<file path="config.mk">
export PLATFORM = sky130hd
export DESIGN_NAME = tcd1290d_driver
export DESIGN_NICKNAME = d
export VERILOG_FILES = /design/src/rtl/tcd1290d_driver.sv
export SDC_FILE = /design/constraint.sdc
export NUM_CORES = 1
export LEC_CHECK = 0
export ABC_CLOCK_PERIOD_IN_PS = 7700
export CORE_AREA = 2 2 140 114
export CTS_CLUSTER_SIZE = 24
export DETAILED_ROUTE_END_ITERATION = 8
export DIE_AREA = 0 0 142 116
export DONT_BUFFER_PORTS = 1
export GPL_ROUTABILITY_DRIVEN = 0
export PLACE_DENSITY_LB_ADDON = 0.2
export SLEW_MARGIN = 20
export SYNTH_ARGS = -nofsm -noshare
export SYNTH_HDL_FRONTEND = slang
export SYNTH_SLANG_ARGS = --single-unit
</file>
<file path="constraint.sdc">
create_clock -name sys_clk -period 7.7 [get_ports sys_clk]
set_input_delay 1.155 -clock sys_clk [delete_from_list [all_inputs] [get_ports sys_clk]]
set_output_delay 1.155 -clock sys_clk [all_outputs]
set_load 0.01 [all_outputs]
</file>
<file path="src/rtl/tcd1290d_driver.sv">
// TCD1290D linear CCD timing generator: SH shift gate, phi1/phi2/phi2B transfer
// clocks and per-pixel RS/CP pulses, all registered in the sys_clk domain.
module tcd1290d_driver #(
    parameter int PIXELS_PER_LINE = 3100,
    parameter int T_SETUP         = 100,
    parameter int SH_PULSE        = 200,
    parameter int T_HOLD          = 100,
    parameter int RS_WIDTH        = 4,
    parameter int CP_DELAY        = 6,
    parameter int CP_WIDTH        = 4,
    parameter int MIN_F1_CNT      = 16
) (
    input  logic        sys_clk,
    input  logic        reset,
    input  logic [19:0] f1_cnt,
    output logic        sh,
    output logic        f1,
    output logic        f2,
    output logic        f2b,
    output logic        rs,
    output logic        cp
);
    localparam int N0    = T_SETUP + SH_PULSE + T_HOLD;
    localparam int WIN_W = $clog2(N0 + 1);

    typedef enum logic [1:0] {
        ST_SETUP   = 2'd0,
        ST_PULSE   = 2'd1,
        ST_HOLD    = 2'd2,
        ST_READOUT = 2'd3
    } state_t;

    state_t           r_state, w_state_nx;
    logic [WIN_W-1:0] r_win, w_win_nx;
    logic [19:0]      r_phase, w_phase_nx;
    logic [12:0]      r_pix, w_pix_nx;
    logic [19:0]      r_eff;
    logic [19:0]      w_f1_clamped;
    logic             r_sh, r_f1, r_f2, r_f2b, r_rs, r_cp;
    logic             w_sh_nx, w_f1_nx, w_rs_nx, w_cp_nx;

    assign w_f1_clamped = (f1_cnt < 20'(MIN_F1_CNT)) ? 20'(MIN_F1_CNT) : f1_cnt;

    // The counters hold the position n of the current cycle; the output
    // registers are loaded from the position being entered, so they never lag.
    always_comb begin
        w_state_nx = r_state;
        w_win_nx   = r_win;
        w_phase_nx = r_phase;
        w_pix_nx   = r_pix;
        case (r_state)
            ST_SETUP: begin
                w_win_nx = r_win + 1'b1;
                if (r_win == WIN_W'(T_SETUP - 1)) w_state_nx = ST_PULSE;
            end
            ST_PULSE: begin
                w_win_nx = r_win + 1'b1;
                if (r_win == WIN_W'(T_SETUP + SH_PULSE - 1)) w_state_nx = ST_HOLD;
            end
            ST_HOLD: begin
                w_win_nx = r_win + 1'b1;
                if (r_win == WIN_W'(N0 - 1)) begin
                    w_state_nx = ST_READOUT;
                    w_win_nx   = '0;
                    w_phase_nx = '0;
                    w_pix_nx   = '0;
                end
            end
            default: begin
                if (r_phase == r_eff - 20'd1) begin
                    w_phase_nx = '0;
                    if (r_pix == 13'(PIXELS_PER_LINE - 1)) begin
                        w_state_nx = ST_SETUP;
                        w_win_nx   = '0;
                        w_pix_nx   = '0;
                    end else begin
                        w_pix_nx = r_pix + 13'd1;
                    end
                end else begin
                    w_phase_nx = r_phase + 20'd1;
                end
            end
        endcase

        w_sh_nx = (w_state_nx == ST_PULSE);
        w_f1_nx = 1'b1;
        w_rs_nx = 1'b1;
        w_cp_nx = 1'b1;
        if (w_state_nx == ST_READOUT) begin
            w_f1_nx = w_pix_nx[0];
            w_rs_nx = (w_phase_nx < 20'(RS_WIDTH));
            w_cp_nx = (w_phase_nx >= 20'(CP_DELAY)) &&
                      (w_phase_nx < 20'(CP_DELAY + CP_WIDTH));
        end
    end

    always_ff @(posedge sys_clk or posedge reset) begin
        if (reset) begin
            r_state <= ST_SETUP;
            r_win   <= '0;
            r_phase <= '0;
            r_pix   <= '0;
            r_eff   <= 20'(MIN_F1_CNT);
            r_sh    <= 1'b0;
            r_f1    <= 1'b1;
            r_f2    <= 1'b0;
            r_f2b   <= 1'b0;
            r_rs    <= 1'b1;
            r_cp    <= 1'b1;
        end else begin
            r_state <= w_state_nx;
            r_win   <= w_win_nx;
            r_phase <= w_phase_nx;
            r_pix   <= w_pix_nx;
            // Pixel period is frozen for the whole line at n=0.
            if (r_state == ST_SETUP && r_win == '0) r_eff <= w_f1_clamped;
            r_sh    <= w_sh_nx;
            r_f1    <= w_f1_nx;
            r_f2    <= ~w_f1_nx;
            r_f2b   <= ~w_f1_nx;
            r_rs    <= w_rs_nx;
            r_cp    <= w_cp_nx;
        end
    end

    assign sh  = r_sh;
    assign f1  = r_f1;
    assign f2  = r_f2;
    assign f2b = r_f2b;
    assign rs  = r_rs;
    assign cp  = r_cp;
endmodule

</file>
==> results.env, run 1 <==
STATUS='finished, final reports clean'
PATH_CELLS='inv_1, ha_1, nor4b_4, nand3b_1, a2111oi_2, o31ai_1, or4_4, o21ai_4, o211ai_1, a211oi_1, nand4b_1, o31ai_2'
CP_SLOWEST_STAGE_DELAY_PS=660
CTS_HOLD_BUF=0
N_FILL_CELL=1531
MAX_SLEW.WORST_PIN.SLEW_PS=1050
WORST_SETUP_PATH_START_KIND='flip-flop'
CLK_PIN_SLEW_PS=60
MOST_FREQUENT_CELLS_AFTER_SYNTHESIS='65 x sky130_fd_sc_hd__dfrtp_1, 54 x sky130_fd_sc_hd__nand2_1, 51 x sky130_fd_sc_hd__o21ai_0'
DRT_WL_TOTAL_UM=10700
GLOBALROUTE.TOTALOVERFLOW=0
IR_WORST_VDD_uV=122
VIA_PER_INST=5.46
TRITONCTS_CLOCK_TREE='done'
PROPORTION_OF_LAYOUT_CELLS_WITH_A_DRIVE_SUFFIX_ABOVE_1=0.113
DETAILEDPLACEMENTHPWL_UM=7430
CRIT_START='r_eff[0]'
SYN_NETS=532
CRIT_PATH_END='rs'
HTREEDEPTH=3
GRT_PASS1_WL_UM=18300
MAX_SLEW_MARGIN=0.300
POST_SYNTH_MAIN_AREA_CONTRIBUTORS='sky130_fd_sc_hd__dfrtp_1 37%, sky130_fd_sc_hd__o21ai_0 5.7%, sky130_fd_sc_hd__nand2_1 4.6%, sky130_fd_sc_hd__mux2_2 3.8%, sky130_fd_sc_hd__xnor2_1 3.5%'
GRT_PASS1_VIAS=3537
TIMING.CRITICAL_PATH.DEPTH=12
REGTOREGSTARTPOINT='r_eff[0]'
TIMING.RR.END='rs'
PERIOD_NEEDED_PS=4100
POST_CTS_RESIZE_COUNT=0
ROUTED_WIRE_LENGTH_PER_INSTANCE_UM=15.8
R2R_SLACK_PS=3600
CRITPATHREQUIREDTIME_PS=7950
SETUP_TNS_PS=0
DRT_FIRST_PASS_ITERS=7
CTS-BUFFERS-INSERTED=9
SYNTH-SEQ-CELLS=69
P_PER_AREA_nW_PER_UM2=178
SYNTH_MOST_COMMON_CELL='sky130_fd_sc_hd__dfrtp_1'
RSZ0062_AT_GRT='no'
ANTENNADIODECOUNT=0
SYNTH-SEQ-AREA-SHARE=0.390
SYNTH-MAIN-FF-CELL='sky130_fd_sc_hd__dfrtp_1'
SYN_INST=505
CAP_VIOL_MAX_COUNT=0
CTS.PATH.MAX_BUFFERS=2
CTS_ROOT_BUF='sky130_fd_sc_hd__clkbuf_16'
ANTENNA_FOUND_INITIAL=0
CRIT_SLOWEST_CELL='sky130_fd_sc_hd__o21ai_4'
INITIAL_UTILIZATION=0.297
CHIPHEIGHT_UM=116
SYNTH_ENABLE_FLOP_CELLS=0
FLOORPLAN.ROWS=40
FINALCRITPERIODSHARE=0.532
IO_BUFFERS=0
GROWTH_OF_DESIGN_AREA_FROM_SYNTHESIS_TO_FINISH_PCT=9.04
SETUP_VIOL_COUNT_FINAL=0
SYNTH_AREA_UM2=4440
HOLD_VIOLATIONS=0
FIRST_ITER_VIOLATIONS=241
SYN_AREA_PER_CELL_UM2=8.80
CRIT_PATH_MAX_FANOUT=35
NET_COUNT_OF_THE_FINISHED_LAYOUT=510
WS_PATH_TYPE='flip-flop to flip-flop'
WORST_R2R_PATH_DEPTH=12
CP_TOP_FAMILY='compound AO/OA/AOI/OAI gates'
TOP_ACHIEVABLE_CLOCK_SPEED_MHz=244
WORSTSETUPENDPOINTTYPE='flip-flop'
SYNTH.YOSYS.WARNINGS=0
POSTCTSSETUPBUFFERS=0
OVERALL_TRACK_DEMAND_OVER_CAPACITY_IN_GLOBAL_ROUTING=0.140
CELLLEAKAGEPOWER_uW=0.00183
YS_TYPES=64
SKEW_PS=10.3
FINAL_ANTENNA_NET_COUNT=0
SLEW_VIOLATIONS=0
CLOCK_SINK_COUNT=69
MAXIMUM_NUMBER_OF_PINS_ON_ONE_NET_BEFORE_GLOBAL_ROUTE_REPAIR=70
ASYNC_FLOP_SHARE=1.00
REPORT.POWER.TOTAL_uW=864
DIE_X_UM=142
VIAS=3699
SYNTHDOMINANTCELLAREASHARE=0.366
WORST_EP_ARRIVAL_TIME_PS=4350
SYNTHDOMINANTAREACELLTYPE='sky130_fd_sc_hd__dfrtp_1'
TOP_LEVEL_PORTS=28
CORE_UM2=15000
CLKLATENCYLATEPIN_PS=340
NUMBER_OF_BUFFERS_AND_INVERTERS_ON_THE_CRITICAL_PATH=1
DRC_ERRORS=0
HOLD_PATH_CLASS='flip-flop to flip-flop'
DIE_AREA_UM2=16500
## logic make-up (layout without fill, tap and decap cells)
family	Yosys count	count (layout)	synth area share
DFF	69	69	0.390
adders and majority gates	5	5	0.0141
buffers and inverters	49	32	0.0515
xor gates and xnor gates	34	34	0.0670
AOI/OAI and AO/OA	121	121	0.175
muxes	19	19	0.0482
and+or+nand+nor	208	208	0.255
## report_power, final
group          internal (uW)  switching, uW  leakage, uW
clock                    285            170     0.000152
sequential               368           10.6     0.000892
combinational           13.2           17.2     0.000783
## layer usage
layer | GRT usage | vias up | wire length [um]
li1 | - | 1796 | -
met1 | 0.202 | 1790 | 5450
met2 | 0.208 | 107 | 4630
met3 | 0.0351 | 6 | 536
met4 | 0.0367 | 0 | 82
met5 | 0 | - | 0
## through the flow
stage,cell area (um2),instances,hold slack [ps],util,worst slack (ps)
5_1_grt,4840,677,551,0.324,3230
2_1_floorplan,4440,505,461,-,4510
3_3_place_gp,4520,661,492,0.302,3730
4_1_cts,4840,677,520,0.324,3610
3_5_place_dp,4520,661,506,0.302,3660
6_report,4840,677,517,0.324,3600
## placed cells by master (no fill, tap or decap), drive strengths merged, types with 3 or more instances in the layout
cell,n
buf,3
o211ai,5
o41ai,3
nor4,17
ha,5
nand4b,3
nand3,24
mux2i,3
clkbuf,9
dfrtp,65
inv,15
nand2,54
nor2,32
a211oi,3
a31oi,5
nor3,17
nor2b,5
a21o,5
dfstp,4
o31ai,13
o21ai,59
nand3b,3
a22o,6
or3,4
nand4,9
and3,14
mux2,16
xnor2,18
or4,5
xor2,16
or4b,3
a21oi,10
nand2b,8
## layout make-up
| cell class | instances | area, um2 | share of cell area |
|---|---|---|---|
| sequential | 69 | 1730 | 0.357 |
| tap | 189 | 236 | 0.0488 |
| clock inverter | 7 | 97.6 | 0.0201 |
| clock buffer | 9 | 225 | 0.0465 |
| multi-input combinational | 387 | 2480 | 0.512 |
| inverter | 13 | 48.8 | 0.0101 |
| timing repair buffer | 3 | 22.5 | 0.00465 |
## how the worst min path moves through the flow
stage / from / slack [ps] / to / cells past startpoint
floorplan: r_pix[3] / 460 / r_pix[3] / 1
global placement: r_pix[1] / 490 / r_pix[1] / 2
detailed placement: r_pix[1] / 510 / r_pix[1] / 2
CTS: r_pix[3] / 520 / r_pix[3] / 1
global route: r_pix[10] / 550 / r_pix[10] / 1
finish: r_pix[10] / 520 / r_pix[10] / 1
## flip-flops by register name (all words and copies together), names as in the netlist
name	flops
cp	1
sh	1
f2b	1
r_pix	13
r_phase	20
r_win	9
f1	1
rs	1
r_eff	20
r_state	2
## worst register-to-register path, cell delays in order, from the launching register on
cell,delay (ps)
sky130_fd_sc_hd__dfrtp_1,430
sky130_fd_sc_hd__inv_1,80
sky130_fd_sc_hd__ha_1,330
sky130_fd_sc_hd__nor4b_4,390
sky130_fd_sc_hd__nand3b_1,150
sky130_fd_sc_hd__a2111oi_2,370
sky130_fd_sc_hd__o31ai_1,120
sky130_fd_sc_hd__or4_4,570
sky130_fd_sc_hd__o21ai_4,660
sky130_fd_sc_hd__o211ai_1,240
sky130_fd_sc_hd__a211oi_1,280
sky130_fd_sc_hd__nand4b_1,180
sky130_fd_sc_hd__o31ai_2,210
No activity file was read; power rests on OpenSTA's default activity.
==> run 2, diff against run 1 <==
--- a/config.mk
+++ b/config.mk
@@ -5,7 +5,7 @@
 export SDC_FILE = /design/constraint.sdc
 export NUM_CORES = 1
 export LEC_CHECK = 0
-export ABC_CLOCK_PERIOD_IN_PS = 7700
+export ABC_CLOCK_PERIOD_IN_PS = 3700
 export CORE_AREA = 2 2 140 114
 export CTS_CLUSTER_SIZE = 24
 export DETAILED_ROUTE_END_ITERATION = 8
==> constraint.sdc (replaced) <==
create_clock -name sys_clk -period 3.7 [get_ports sys_clk]
set_input_delay 0.555 -clock sys_clk [delete_from_list [all_inputs] [get_ports sys_clk]]
set_output_delay 0.555 -clock sys_clk [all_outputs]
set_load 0.01 [all_outputs]
==> results.env, run 2 (synthesis gave the netlist of run 1 again) <==
CRIT_START='r_eff[0]'
DRC_ERRORS=0
CRITPATHREQUIREDTIME_PS=3950
DIE_X_UM=142
HOLD_PATH_CLASS='input port to asynchronous set/reset pin'
NET_COUNT_OF_THE_FINISHED_LAYOUT=523
TOP_ACHIEVABLE_CLOCK_SPEED_MHz=294
INITIAL_UTILIZATION=0.297
LAYOUT_COMMON_CELLS='65 x sky130_fd_sc_hd__dfrtp_1, 54 x sky130_fd_sc_hd__nand2_1, 51 x sky130_fd_sc_hd__o21ai_0'
REPORT.POWER.TOTAL_uW=1800
FINAL_CORE_UTILIZATION=0.331
CORE_UM2=15000
SLEW_VIOLATIONS=0
IO_BUFFERS=0
ANTENNADIODECOUNT=0
PLACE.DETAILED.INSTANCES=671
CELLLEAKAGEPOWER_uW=0.00190
PERIOD_NEEDED_PS=3400
CP_SLOWEST_STAGE_DELAY_PS=530
CHIPHEIGHT_UM=116
N_FILL_CELL=1560
PROPORTION_OF_LAYOUT_CELLS_WITH_A_DRIVE_SUFFIX_ABOVE_1=0.138
CRIT_SLOWEST_CELL='sky130_fd_sc_hd__or4b_1'
WORST_SETUP_PATH_START_KIND='flip-flop'
FINALCRITPERIODSHARE=0.918
FIRST_ITER_VIOLATIONS=142
LAYOUT.CELLS.MOST_COMMON='sky130_fd_sc_hd__dfrtp_1'
R2R_SLACK_PS=300
GROWTH_OF_DESIGN_AREA_FROM_SYNTHESIS_TO_FINISH_PCT=11.3
CTS-BUFFERS-INSERTED=9
PATH_CELLS='inv_1, ha_1, or4b_1, nor4_1, nor3_1, a211o_1, a22o_1, o21ai_4, buf_4, o21ai_1, nor3_1, nand4b_1, o31ai_2'
REG.LARGEST.LIST='r_eff: 20 flops, r_phase: 20 flops, r_pix: 13 flops'
SKEW_PS=12.4
CLK_PIN_SLEW_PS=60
VIA_PER_INST=5.31
GRT_PASS1_VIAS=3604
WORST_R2R_PATH_DEPTH=13
CTS.PATH.MAX_BUFFERS=2
STATUS='finished, final reports clean'
TIMING.RR.END='rs'
ANTENNA_FOUND_INITIAL=0
VIAS=3667
IR_WORST_VDD_uV=213
FLOORPLAN.ROWS=40
SETUP_VIOL_COUNT_FINAL=0
FINAL_ANTENNA_NET_COUNT=0
MAXIMUM_NUMBER_OF_PINS_ON_ONE_NET_BEFORE_GLOBAL_ROUTE_REPAIR=39
RSZ0062_AT_GRT='no'
SETUP_TNS_PS=0
CTS_HOLD_BUF=0
WORSTSETUPENDPOINTTYPE='flip-flop'
DETAILEDPLACEMENTHPWL_UM=7690
CLKLATENCYLATEPIN_PS=340
REGTOREGSTARTPOINT='r_eff[0]'
HTREEDEPTH=3
FINAL_CELLS=690
FINALINSTANCEAREA_UM2=4950
TRITONCTS_CLOCK_TREE='done'
CAP_VIOL_MAX_COUNT=0
HOLD_VIOLATIONS=0
WS_PATH_TYPE='flip-flop to flip-flop'
OVERALL_TRACK_DEMAND_OVER_CAPACITY_IN_GLOBAL_ROUTING=0.139
TOP_LEVEL_PORTS=28
GLOBALROUTE.TOTALOVERFLOW=0
CRIT_PATH_END='rs'
CRIT_TOP_CELL='sky130_fd_sc_hd__nor3_1'
P_PER_AREA_nW_PER_UM2=364
ROUTED_WIRE_LENGTH_PER_INSTANCE_UM=15.4
CRIT_PATH_MAX_FANOUT=10
WORST_EP_ARRIVAL_TIME_PS=3650
PLACED_AREA_UM2=4600
DIE_AREA_UM2=16500
MAX_SLEW_MARGIN=0.444
GRT_PASS1_WL_UM=18200
CTS_ROOT_BUF='sky130_fd_sc_hd__clkbuf_16'
DRT_WL_TOTAL_UM=10600
DRT_FIRST_PASS_ITERS=5
CLOCK_SINK_COUNT=69
MAX_SLEW.WORST_PIN.SLEW_PS=828
-- run 2: changes by cell type in the layout (fill, tap and decap cells not counted), sizes merged --
cell | previous run | this run
buf | 3 | 16
clkinv | 1 | 3
clkinvlp | 2 | 0
-- run 2: timing repair --
action	CTS	global route
buffers inserted	0	3
resized for setup	0	1
setup endpoints to repair	0	3
-- run 2: stage by stage --
step	setup WS (ps)	hold slack, ps
detailed placement	201	506
CTS	180	211
global placement	269	493
floorplan	509	461
finish	303	202
global route	14.1	234
-- run 2: where the power goes --
part	total (uW)	switching, uW	internal [uW]
registers	787	21.2	766
clock network	946	352	594
logic	69.0	38.5	30.5
total	1800	412	1390
-- run 2: per-layer routing --
| layer | vias up | global-route usage | share of wire |
|---|---|---|---|
| met5 | - | 0 | 0 |
| met4 | 0 | 0.0327 | 0.0092 |
| met3 | 12 | 0.0393 | 0.039 |
| met2 | 54 | 0.218 | 0.44 |
| met1 | 1781 | 0.191 | 0.51 |
| li1 | 1820 | - | - |
-- run 2: critical path: cells and delay by family, from the launching register on --
kind,cells,cell delay [ps]
simple gates,5,1270
compound gates,5,1110
buf+inv,2,280
fa+ha+maj,1,200
flops,1,440
-- run 2: area by class of cell --
class	count	area (um2)	share of cell area
clock inverters	7	96.3	0.0195
inverters	13	48.8	0.00987
clock buffers	9	225	0.0455
flip-flops and latches	69	1730	0.350
repair buffers	16	120	0.0243
well taps	189	236	0.0478
multi-input cells	387	2490	0.503
-- run 2: worst min-delay path by stage --
stage          startpoint          end  slack (ps)  depth (start not counted)
6_report            reset   r_phase[3]         200                          2
3_5_place_dp     r_pix[1]     r_pix[1]         510                          2
3_3_place_gp     r_pix[1]     r_pix[1]         490                          2
4_1_cts             reset  r_phase[16]         210                          2
5_1_grt             reset   r_phase[3]         230                          2
2_1_floorplan    r_pix[3]     r_pix[3]         460                          1
